File: config.mk
export PLATFORM = sky130hd
export DESIGN_NAME = cdb_arbiter_flat
export DESIGN_NICKNAME = d
export VERILOG_FILES = /design/src/rtl/cdb_arbiter_if.sv /design/src/rtl/cdb_arbiter.sv /design/src/flat_wrapper.sv
export SDC_FILE = /design/constraint.sdc
export NUM_CORES = 1
export LEC_CHECK = 0
export ABC_AREA = 0
export CAP_MARGIN = 25
export CORE_MARGIN = 3
export CORE_UTILIZATION = 58
export DETAILED_ROUTE_END_ITERATION = 6
export HOLD_SLACK_MARGIN = 0.02
export PLACE_DENSITY = 0.84
export SLEW_MARGIN = 20
export SYNTH_ARGS = -nofsm -noshare
export SYNTH_HDL_FRONTEND = slang
export SYNTH_SLANG_ARGS = --single-unit
File: constraint.sdc
create_clock -name clk -period 17 [get_ports clk]
set_input_delay 5.1 -clock clk [delete_from_list [all_inputs] [get_ports clk]]
set_output_delay 5.1 -clock clk [all_outputs]
set_load 0.005 [all_outputs]
File: src/rtl/cdb_arbiter_if.sv
// Bundles the per-FU result handshakes and the broadcast bus of cdb_arbiter.
// The master side drives FU results; the slave side is the arbiter.
interface cdb_arbiter_if #(
  parameter int unsigned NUM_FU   = 4,
  parameter int unsigned ROB_ID_W = 5
);
  logic [NUM_FU-1:0]               fu_valid;
  logic [NUM_FU-1:0]               fu_ready;
  logic [NUM_FU-1:0][ROB_ID_W-1:0] fu_rob_id;
  logic [NUM_FU-1:0][4:0]          fu_rd_addr;
  logic [NUM_FU-1:0][31:0]         fu_data;

  logic                cdb_valid;
  logic [ROB_ID_W-1:0] cdb_rob_id;
  logic [4:0]          cdb_rd_addr;
  logic [31:0]         cdb_data;

  modport master (
    output fu_valid, fu_rob_id, fu_rd_addr, fu_data,
    input  fu_ready, cdb_valid, cdb_rob_id, cdb_rd_addr, cdb_data
  );

  modport slave (
    input  fu_valid, fu_rob_id, fu_rd_addr, fu_data,
    output fu_ready, cdb_valid, cdb_rob_id, cdb_rd_addr, cdb_data
  );
endinterface

File: src/rtl/cdb_arbiter.sv
// Common data bus arbiter: one small FIFO per functional unit, round-robin grant,
// one registered broadcast per cycle.
module cdb_arbiter #(
  parameter int unsigned NUM_FU   = 4,
  parameter int unsigned ROB_ID_W = 5,
  parameter int unsigned Q_DEPTH  = 2
) (
  input logic          clk,
  input logic          rst,
  input logic          flush,
  cdb_arbiter_if.slave bus
);

  localparam int unsigned PtrW = (Q_DEPTH > 1) ? $clog2(Q_DEPTH) : 1;
  localparam int unsigned CntW = $clog2(Q_DEPTH + 1);
  localparam int unsigned RrW  = (NUM_FU > 1) ? $clog2(NUM_FU) : 1;

  typedef struct packed {
    logic [ROB_ID_W-1:0] rob_id;
    logic [4:0]          rd_addr;
    logic [31:0]         data;
  } entry_t;

  entry_t          mem_q    [NUM_FU][Q_DEPTH];
  logic [PtrW-1:0] rd_ptr_q [NUM_FU];
  logic [PtrW-1:0] rd_ptr_d [NUM_FU];
  logic [PtrW-1:0] wr_ptr_q [NUM_FU];
  logic [PtrW-1:0] wr_ptr_d [NUM_FU];
  logic [CntW-1:0] count_q  [NUM_FU];
  logic [CntW-1:0] count_d  [NUM_FU];

  logic [NUM_FU-1:0] ready;
  logic [NUM_FU-1:0] nonempty;
  logic [NUM_FU-1:0] push;
  logic [NUM_FU-1:0] pop;

  logic [RrW-1:0] rr_ptr_q;
  logic [RrW-1:0] rr_ptr_d;
  logic [RrW-1:0] gnt_idx;
  logic           gnt_valid;

  logic   cdb_valid_q;
  logic   cdb_valid_d;
  entry_t cdb_q;
  entry_t cdb_d;

  // Ready and grant eligibility come from registered occupancy only, so a full
  // queue stays not-ready even in the cycle it is being dequeued.
  always_comb begin
    ready    = '0;
    nonempty = '0;
    for (int unsigned i = 0; i < NUM_FU; i++) begin
      ready[i]    = count_q[i] != CntW'(Q_DEPTH);
      nonempty[i] = count_q[i] != '0;
    end
  end

  assign bus.fu_ready = ready;

  // Round-robin search starting at rr_ptr_q; first non-empty queue wins.
  always_comb begin
    int unsigned cand;
    cand      = 0;
    gnt_valid = 1'b0;
    gnt_idx   = '0;
    for (int unsigned k = 0; k < NUM_FU; k++) begin
      cand = (32'(rr_ptr_q) + k) % NUM_FU;
      if (!gnt_valid && nonempty[cand[RrW-1:0]]) begin
        gnt_valid = 1'b1;
        gnt_idx   = cand[RrW-1:0];
      end
    end
  end

  always_comb begin
    rr_ptr_d    = rr_ptr_q;
    cdb_valid_d = 1'b0;
    cdb_d       = cdb_q;
    push        = '0;
    pop         = '0;
    for (int unsigned i = 0; i < NUM_FU; i++) begin
      push[i]     = bus.fu_valid[i] && ready[i] && !flush;
      pop[i]      = gnt_valid && !flush && (gnt_idx == RrW'(i));
      wr_ptr_d[i] = wr_ptr_q[i] + PtrW'(push[i]);
      rd_ptr_d[i] = rd_ptr_q[i] + PtrW'(pop[i]);
      count_d[i]  = count_q[i] + CntW'(push[i]) - CntW'(pop[i]);
      if (flush) begin
        wr_ptr_d[i] = '0;
        rd_ptr_d[i] = '0;
        count_d[i]  = '0;
      end
    end
    if (flush) begin
      rr_ptr_d = '0;
    end else if (gnt_valid) begin
      rr_ptr_d    = RrW'((32'(gnt_idx) + 1) % NUM_FU);
      cdb_valid_d = 1'b1;
      cdb_d       = mem_q[gnt_idx][rd_ptr_q[gnt_idx]];
    end
  end

  always_ff @(posedge clk) begin
    if (rst) begin
      for (int unsigned i = 0; i < NUM_FU; i++) begin
        rd_ptr_q[i] <= '0;
        wr_ptr_q[i] <= '0;
        count_q[i]  <= '0;
      end
      rr_ptr_q    <= '0;
      cdb_valid_q <= 1'b0;
      cdb_q       <= '0;
    end else begin
      for (int unsigned i = 0; i < NUM_FU; i++) begin
        rd_ptr_q[i] <= rd_ptr_d[i];
        wr_ptr_q[i] <= wr_ptr_d[i];
        count_q[i]  <= count_d[i];
      end
      rr_ptr_q    <= rr_ptr_d;
      cdb_valid_q <= cdb_valid_d;
      cdb_q       <= cdb_d;
    end
  end

  // Payload storage needs no reset; occupancy alone decides what is valid.
  always_ff @(posedge clk) begin
    for (int unsigned i = 0; i < NUM_FU; i++) begin
      if (push[i] && !rst) begin
        mem_q[i][wr_ptr_q[i]] <= '{rob_id:  bus.fu_rob_id[i],
                                   rd_addr: bus.fu_rd_addr[i],
                                   data:    bus.fu_data[i]};
      end
    end
  end

  assign bus.cdb_valid   = cdb_valid_q;
  assign bus.cdb_rob_id  = cdb_q.rob_id;
  assign bus.cdb_rd_addr = cdb_q.rd_addr;
  assign bus.cdb_data    = cdb_q.data;

endmodule
File: src/flat_wrapper.sv
// flat-port wrapper written by rule: the top's interface ports become plain ports
module cdb_arbiter_flat 
#(
  parameter int unsigned NUM_FU   = 4,
  parameter int unsigned ROB_ID_W = 5,
  parameter int unsigned Q_DEPTH  = 2
)
  (clk, rst, flush, bus_fu_valid, bus_fu_rob_id, bus_fu_rd_addr, bus_fu_data, bus_fu_ready, bus_cdb_valid, bus_cdb_rob_id, bus_cdb_rd_addr, bus_cdb_data);
  cdb_arbiter_if #(.NUM_FU(NUM_FU), .ROB_ID_W(ROB_ID_W)) bus_i ();
  input logic clk;
  input logic rst;
  input logic flush;
  input wire logic [$bits(bus_i.fu_valid)-1:0] bus_fu_valid;
  input wire logic [$bits(bus_i.fu_rob_id)-1:0] bus_fu_rob_id;
  input wire logic [$bits(bus_i.fu_rd_addr)-1:0] bus_fu_rd_addr;
  input wire logic [$bits(bus_i.fu_data)-1:0] bus_fu_data;
  output wire logic [$bits(bus_i.fu_ready)-1:0] bus_fu_ready;
  output wire logic [$bits(bus_i.cdb_valid)-1:0] bus_cdb_valid;
  output wire logic [$bits(bus_i.cdb_rob_id)-1:0] bus_cdb_rob_id;
  output wire logic [$bits(bus_i.cdb_rd_addr)-1:0] bus_cdb_rd_addr;
  output wire logic [$bits(bus_i.cdb_data)-1:0] bus_cdb_data;
  assign bus_i.fu_valid = bus_fu_valid;
  assign bus_i.fu_rob_id = bus_fu_rob_id;
  assign bus_i.fu_rd_addr = bus_fu_rd_addr;
  assign bus_i.fu_data = bus_fu_data;
  assign bus_fu_ready = bus_i.fu_ready;
  assign bus_cdb_valid = bus_i.cdb_valid;
  assign bus_cdb_rob_id = bus_i.cdb_rob_id;
  assign bus_cdb_rd_addr = bus_i.cdb_rd_addr;
  assign bus_cdb_data = bus_i.cdb_data;
  cdb_arbiter #(.NUM_FU(NUM_FU), .ROB_ID_W(ROB_ID_W), .Q_DEPTH(Q_DEPTH)) u_core (.clk(clk), .rst(rst), .flush(flush), .bus(bus_i));
endmodule
# == Yosys cells after proc, flatten, opt, wreduce, memory -nomap -nowiden ==
# Memories as Yosys holds them, arrays and structs flattened.
# Cells that the tools add are included.
# totals
regBits,45
mem_bits_rw,352
in_bits,175
word_cells,166
memories,4
# mem_list
memory,depth,width,rd,rd_clocked_by_memory_dff,wr,line_no,rtl
u_core.mem_q,4,84,1,0,4,cdb_arbiter.sv:24,entry_t mem_q [NUM_FU][Q_DEPTH];
u_core.count_q,4,2,4,0,4,cdb_arbiter.sv:29,logic [CntW-1:0] count_q [NUM_FU];
u_core.rd_ptr_q,4,1,5,0,4,cdb_arbiter.sv:25,logic [PtrW-1:0] rd_ptr_q [NUM_FU];
u_core.wr_ptr_q,4,1,4,0,4,cdb_arbiter.sv:27,logic [PtrW-1:0] wr_ptr_q [NUM_FU];
# op_classes
add_sub_neg,20
order_cmp,13
n_eq_ne,7
n_mux,63
bitwise,18
reduce_logical,36
# ops
operator,count
84-bit two-way mux,4
42-bit two-way mux,7
42-bit demux with 1-bit select,4
1-bit two-way mux,32
1-bit logical AND,24
2-bit two-way mux,12
"2-bit by 3-bit < comparator with 1-bit output, second input constant",4
1-bit bitwise OR,12
"2-bit >= comparator, second input constant",5
1-bit NOT with 2-bit output,5
1-bit adder,8
2-bit by 1-bit adder with 2-bit output,4
1-bit binary-select mux with 2-bit select,4
"2-bit by 1-bit < comparator with 1-bit output, second input constant",4
"2-bit inequality test, second input constant",4
2-bit nonzero test,4
2-bit by 1-bit subtractor with 2-bit output,4
1-bit logical NOT,5
"2-bit by 1-bit adder with 2-bit output, second input constant",2
"2-bit adder, second input constant",2
"2-bit == test, second input constant",2
"2-bit by 1-bit == test with 1-bit output, second input constant",1
2-bit logical NOT,1
2-bit AND reduction,1
2 further kinds,2

# == Longest topological paths before layout ==
# Gate-level depths: netlist of the first run.
# depth
depth_word,18
mapped_depth,13
depth_no_buf,10

# == Least setup slack after synthesis of the first run ==
# Ideal clock, no wire load.
# synth_path
path_kind,input to register
startpoint,input flush
endpoint,memory u_core.mem_q[1][0] (netlist bit) (enable)
setup_time_ps,493
arrival_ps,8714
required_time_ps,16507
path_slack_ps,7793
cell_stages,4
path_buffers,2
path_cell_list,clkbuf_1 -> or2_0 -> clkbuf_1 -> nor3_1
# synth_rtl
element,line_no,rtl
start: declaration,flat_wrapper.sv:12,input logic flush;
end: declaration,cdb_arbiter.sv:24,

==> results of run 1 <==
-- worst min-delay path, stage by stage, from the launching register on --
cell	delay [ns]
dfxtp_1	0.31
nor2_1	0.09
nor3_1	0.05
-- registers in the layout, indices dropped and copies added, names as in the netlist --
name,flops
u_core.wr_ptr_q,4
u_core.rd_ptr_q,4
u_core.bus.cdb_rob_id,5
u_core.count_q,8
u_core.mem_q,336
u_core.bus.cdb_valid,1
u_core.bus.cdb_data,32
u_core.bus.cdb_rd_addr,5
u_core.rr_ptr_q,2
-- routing by layer --
layer / vias to the layer above / global-route usage [%]
met2: 919 / 47.67
met1: 5558 / 37.69
met4: 0 / 14.87
met5: - / 0
li1: 4957 / -
met3: 138 / 6.251
-- layout make-up --
cell class              count  share of cell area, %
flip-flops and latches    397                  57.06
multi-input cells         691                  21.22
repair buffers            249                  12.37
clock buffers              54                  5.673
well taps                 335                  2.114
clock inverters            20                  1.294
inverters                  14                 0.2650
-- logic make-up after synthesis --
kind of cell / Yosys count / synth area share (%)
buf+inv: 113 / 2.934
fa+ha+maj: 8 / 0.6292
flops: 397 / 71.10
compound gates: 230 / 10.06
simple gates: 438 / 14.45
mux: 1 / 0.06292
xor+xnor: 14 / 0.7707
-- power by group through the flow --
stage	sequential (W)	clock (W)	combinational, W
2_1_floorplan	0.00114	0	0.000293
3_3_place_gp	0.00114	0	0.000458
3_5_place_dp	0.00115	0	0.000477
4_1_cts	0.00113	0.000926	0.000484
5_1_grt	0.00113	0.000967	0.000536
6_report	0.00113	0.000918	0.000497
-- worst paths after layout --
kind / slack (ns) / endpoint / start / depth (start not counted)
setup / recovery: 9.73 / u_core.count_q[0][1]$_SDFF_PP0_ / flush / 10
hold / removal: 0.49 / u_core.bus.cdb_data[29]$_SDFFE_PP0P_ / u_core.bus.cdb_data[29]$_SDFFE_PP0P_ / 2
setup reg to reg: 12.35 / u_core.count_q[0][1]$_SDFF_PP0_ / u_core.count_q[1][1]$_SDFF_PP0_ / 12
hold reg to reg: 0.49 / u_core.bus.cdb_data[29]$_SDFFE_PP0P_ / u_core.bus.cdb_data[29]$_SDFFE_PP0P_ / 2
-- through the flow --
step | utilization (%) | power, W | hold WS, ns
6_report | 74.82 | 0.002541 | 0.4905
5_1_grt | 74.82 | 0.002631 | 0.5225
4_1_cts | 74.67 | 0.002537 | 0.4907
3_5_place_dp | 69.46 | 0.001622 | 0.4786
3_3_place_gp | 69.38 | 0.001603 | 0.4777
2_1_floorplan | - | 0.001431 | 0.4754
-- cell usage in the layout, fill, tap and decap left out, types with 25 or more instances in the layout --
cell	instances
nor4b_1	42
a311oi_1	85
clkbuf_16	41
nor3_1	45
a21oi_1	89
edfxtp_1	336
clkdlybuf4s50_1	220
buf_4	25
nor2_1	65
dfxtp_1	58
nand3b_1	84
nand2_1	177
a31oi_1	42
==> flow_summary.ini, run 1 <==
[routing]
wirelength_um = 44170
drt.antenna.violating_nets = 0
drt_iter0_drc = 1724
met3WireLength_um = 5197
wl_met2_um = 21220
wl_met1_um = 15710
wl_per_cell_um = 25.09
first_pass_iters = 7
vias_per_cell = 6.575
route.detailed.drc = 2
top_layer = met4
num_vias = 11572

[global_route]
grt_pass1_wl_um = 65300
grt-ovfl-total = 0
grt_max_degree = 95
grtUsageTotal_pct = 29.34
grt_pass1_vias = 11657
antenna_found_initial = 0

[worst_setup_path]
crit_chain = clkdlybuf4s50_1 > a31o_2 > buf_4 > nor3_2 > ha_1 > inv_1 > ha_1 > xor2_1 > xnor2_1 > nor2_1
critPathSlowestCell = clkdlybuf4s50_1
crit_type = input port to register
path_buf_inv = 3
critical-path-top-delay-family = buffers and inverters
startpoint_type = input port
end_kind = register
cp.required_ns = 17.41
cp_common_cell = ha_1
worst-endpoint-arrival_ns = 7.68
cp_slowest_stage_delay_ns = 0.76
worstPathMaxFanout = 45

[timing]
rsz0062_at_grt = false
finalSetupViolations = 0
tightestPinTransition_ns = 1.046
hold_viol_final = 0
timing.setup.tns_ns = 0
slew_violations = 0
finClkSkew_ns = 0.01991
slew_headroom_pct = 30.25
max_freq_mhz = 137.6
period_share_pct = 42.75
worst_slack_ns = 9.732
period_needed_ns = 7.268

[final_layout]
antenna_cells = 0
areaGrowthSynthToFinish_pct = 24.63
fin_nets = 1576
layout-drive-gt1-share_pct = 8.351
design_area_mm2 = 0.01983
register_area_mm2 = 0.01131
fin_cells = 1760
multi_input_area_mm2 = 0.004207
fillers = 1563

[logic_synthesis]
ys_types = 38
netlist_instances = 1201
synth_nets = 1384
seq_area_frac_synth_pct = 71.10
async_flop_share_pct = 0
ys.flop_type = edfxtp_1
yosys_warnings = 0
synth_top_cell_by_area = edfxtp_1
synth_edf_count = 336
syn_area_per_cell_um2 = 13.25
synth-seq-cells = 397
netlist_top_cells_count = edfxtp_1 (336), nand2_1 (177), a21oi_1 (89)
yosys.cell_count.top_type = edfxtp_1
netlist_top_cells_area = edfxtp_1 (63%), dfxtp_1 (7.7%), a311oi_1 (4.7%)
yosysTopAreaCellShare_pct = 63.42
netlist_area_mm2 = 0.01591

[clocking]
hold_buffers = 0
root_buffer = clkbuf_16
numCtsBuffers = 40
post_cts_buffers = 0
cts_htree_levels = 2
ctsResizeCount = 0
clock_sinks = 397
cts_tree = built
cts_buffer_depth = 3
clock_latency_ns = 0.54
clk_transition_reported_paths_ns = 0.06

[status]
violations = DRC
outcome = finished, violations left

[die]
dieHeight_um = 171.6
core-area_mm2 = 0.02650
initial_utilization_pct = 60.03
io_pins = 222
rows = 59
die_x_um = 171.6
die_area_mm2 = 0.02945

[place]
io_buffers = 221
gp_congestion = 0.8418
hpwl_um = 25510
place_inst = 1684
place_ws_ns = 9.299
dpl_cell_area_mm2 = 0.01841

[power_and_ir_drop]
leakagePower_nw = 6.692
seq_power_share_pct = 44.3
powerDensity_mw_per_mm2 = 128.1
ir_worst_vdd_v = 0.00008015
p_sw_w = 0.0006906
p_int_w = 0.001850
sw_frac_of_total_pct = 27.19
p_comb_share_pct = 19.6
clockPowerShare_pct = 36.1

[job]
max_cap_viol_count = 0

[hold_path]
hp-class = register to register
(Power assumes the default switching activity.)
==> inputs of run 2 (changes only) <==
--- a/config.mk
+++ b/config.mk
@@ -8,10 +8,10 @@
 export ABC_AREA = 0
 export CAP_MARGIN = 25
 export CORE_MARGIN = 3
-export CORE_UTILIZATION = 58
+export CORE_UTILIZATION = 55
 export DETAILED_ROUTE_END_ITERATION = 6
 export HOLD_SLACK_MARGIN = 0.02
-export PLACE_DENSITY = 0.84
+export PLACE_DENSITY = 0.8
 export SLEW_MARGIN = 20
 export SYNTH_ARGS = -nofsm -noshare
 export SYNTH_HDL_FRONTEND = slang
==> constraint.sdc (replaced) <==
create_clock -name clk -period 7.5 [get_ports clk]
set_input_delay 2.25 -clock clk [delete_from_list [all_inputs] [get_ports clk]]
set_output_delay 2.25 -clock clk [all_outputs]
set_load 0.005 [all_outputs]
==> run 2 against run 1 <==
Effect of this change:
- the flow now finishes without violations
- design area shrank 0.53%
- power grew 120%
- sequential power grew 130%
- register-to-register slack lost 9.6 ns
==> flow_summary.ini, run 2 (synthesis gave the netlist of run 1 again) <==
[timing]
tightestPinTransition_ns = 1.101
slew_violations = 0
slew_headroom_pct = 26.59
finalSetupViolations = 0
timing.setup.tns_ns = 0
period_share_pct = 63.78
period_needed_ns = 4.784
rsz0062_at_grt = false
hold_viol_final = 0
finClkSkew_ns = 0.01071
max_freq_mhz = 209.0

[final_layout]
fillers = 1829
areaGrowthSynthToFinish_pct = 23.97
largest_reg_flops = 336
fin_nets = 1573
register_area_mm2 = 0.01131
final_util_pct = 70.03
antenna_cells = 0
multi_input_area_mm2 = 0.004215
layout-drive-gt1-share_pct = 8.017
fin_cells = 1800
layout_common_cells = edfxtp_1 (336), clkdlybuf4s50_1 (220), nand2_1 (177), a21oi_1 (89), a311oi_1 (85)
layout.cells.most_common = edfxtp_1

[worst_setup_path]
r2r_cells = 10
cp_slowest_stage_delay_ns = 0.87
end_kind = register
startpoint_type = register
r2r_start = u_core.count_q[1][1]$_SDFF_PP0_
worst-endpoint-arrival_ns = 5.22
cp.required_ns = 7.93
critPathSlowestCell = a22oi_2
crit_type = register to register
r2r_end = u_core.bus.cdb_data[13]$_SDFFE_PP0P_
reg2reg_slack_ns = 2.72
endpoint = u_core.bus.cdb_data[13]$_SDFFE_PP0P_
startpoint = u_core.count_q[1][1]$_SDFF_PP0_
crit_chain = nor2_1 > a2111oi_4 > buf_4 > or2_4 > buf_4 > a21oi_1 > a22oi_2 > buf_4 > a311oi_1 > nor3_1
cp_common_cell = buf_4
worstPathMaxFanout = 53

[routing]
route.detailed.drc = 0
wl_met1_um = 16140
top_layer = met5
met3WireLength_um = 4061
wl_met2_um = 20600
wirelength_um = 41930
drt_iter0_drc = 1426
first_pass_iters = 6
drt.antenna.violating_nets = 0
wl_per_cell_um = 23.29
vias_per_cell = 6.173
num_vias = 11112

[clocking]
clock_sinks = 397
ctsResizeCount = 0
root_buffer = clkbuf_16
hold_buffers = 0
cts_htree_levels = 2
cts_tree = built
cts_buffer_depth = 3
clk_transition_reported_paths_ns = 0.06
post_cts_buffers = 0
clock_latency_ns = 0.52
numCtsBuffers = 40

[place]
hpwl_um = 24950
gp_congestion = 0.8862
place_inst = 1726
io_buffers = 221

[die]
die_area_mm2 = 0.03100
rows = 61
io_pins = 222
initial_utilization_pct = 56.49
core-area_mm2 = 0.02816
die_x_um = 176.1
dieHeight_um = 176.1

[global_route]
antenna_found_initial = 1
grt-ovfl-total = 0
grt_pass1_vias = 11065
grt_max_degree = 73
grtUsageTotal_pct = 26.46
grt_pass1_wl_um = 63000

[power_and_ir_drop]
powerDensity_mw_per_mm2 = 281.0
ir_worst_vdd_v = 0.0002137
leakagePower_nw = 6.612

[job]
max_cap_viol_count = 0

[status]
outcome = finished, final reports clean

[hold_path]
min_path_cells = 2
hp-class = register to register
## run 2: cell types whose count changed in the layout (fill, tap and decap cells not counted)
cell        change
bufinv_16       -5
clkbuf_1        +2
a31o_2          -1
a31o_4          +1
buf_16          -1
buf_4           -1
buf_6           -1
clkinv_2        +1
clkinv_4        +1
clkinvlp_4      +1
## run 2: area by class of cell
type	count	share of cell area [%]
Clock buffer	56	5.741
Clock inverter	18	0.6471
Inverter	14	0.2664
Multi-Input combinational cell	691	21.37
Sequential cell	397	57.37
Tap cell	378	2.398
Timing Repair Buffer	246	12.21
## run 2: routing by layer
metal / vias up / track usage, %
met4: 2 / 9.337
li1: 4949 / -
met3: 91 / 4.688
met1: 5404 / 35.81
met5: - / 0
met2: 666 / 43.57
## run 2: worst min path at each step
stage                                                start  slack [ns]                                     end
finish                u_core.bus.cdb_data[16]$_SDFFE_PP0P_        0.49    u_core.bus.cdb_data[16]$_SDFFE_PP0P_
CTS                   u_core.bus.cdb_data[16]$_SDFFE_PP0P_        0.49    u_core.bus.cdb_data[16]$_SDFFE_PP0P_
global route          u_core.bus.cdb_data[20]$_SDFFE_PP0P_        0.51    u_core.bus.cdb_data[20]$_SDFFE_PP0P_
floorplan                    u_core.rd_ptr_q[1]$_SDFF_PP0_        0.48           u_core.rd_ptr_q[1]$_SDFF_PP0_
detailed placement  u_core.bus.cdb_rd_addr[3]$_SDFFE_PP0P_        0.48  u_core.bus.cdb_rd_addr[3]$_SDFFE_PP0P_
global placement       u_core.bus.cdb_data[2]$_SDFFE_PP0P_        0.48     u_core.bus.cdb_data[2]$_SDFFE_PP0P_
## run 2: worst max-delay path: cells and delay by family (launching register included)
family                 cells  cell delay (ns)
flip-flops                 1             0.46
buffers and inverters      3             1.63
AO/OA/AOI/OAI              4             1.54
AND/OR/NAND/NOR            3             1.02
## run 2: report_power, final
group | total (W) | leakage [nW] | switching (W) | internal, W
Sequential | 0.00255 | 3.55 | 0.0000575 | 0.00249
Clock | 0.00191 | 0.621 | 0.000812 | 0.00109
Combinational | 0.00109 | 2.44 | 0.000654 | 0.000434
## run 2: per-stage QoR
step | hold WS, ns | setup slack, ns | total power, W | instance area (um^2)
global route | 0.5134 | 2.458 | 0.005761 | 19720
global placement | 0.4765 | 2.404 | 0.003627 | 18430
CTS | 0.4944 | 2.770 | 0.005550 | 19720
finish | 0.4923 | 2.716 | 0.005543 | 19720
floorplan | 0.4754 | 1.143 | 0.003244 | 15910
detailed placement | 0.4782 | 2.723 | 0.003665 | 18460
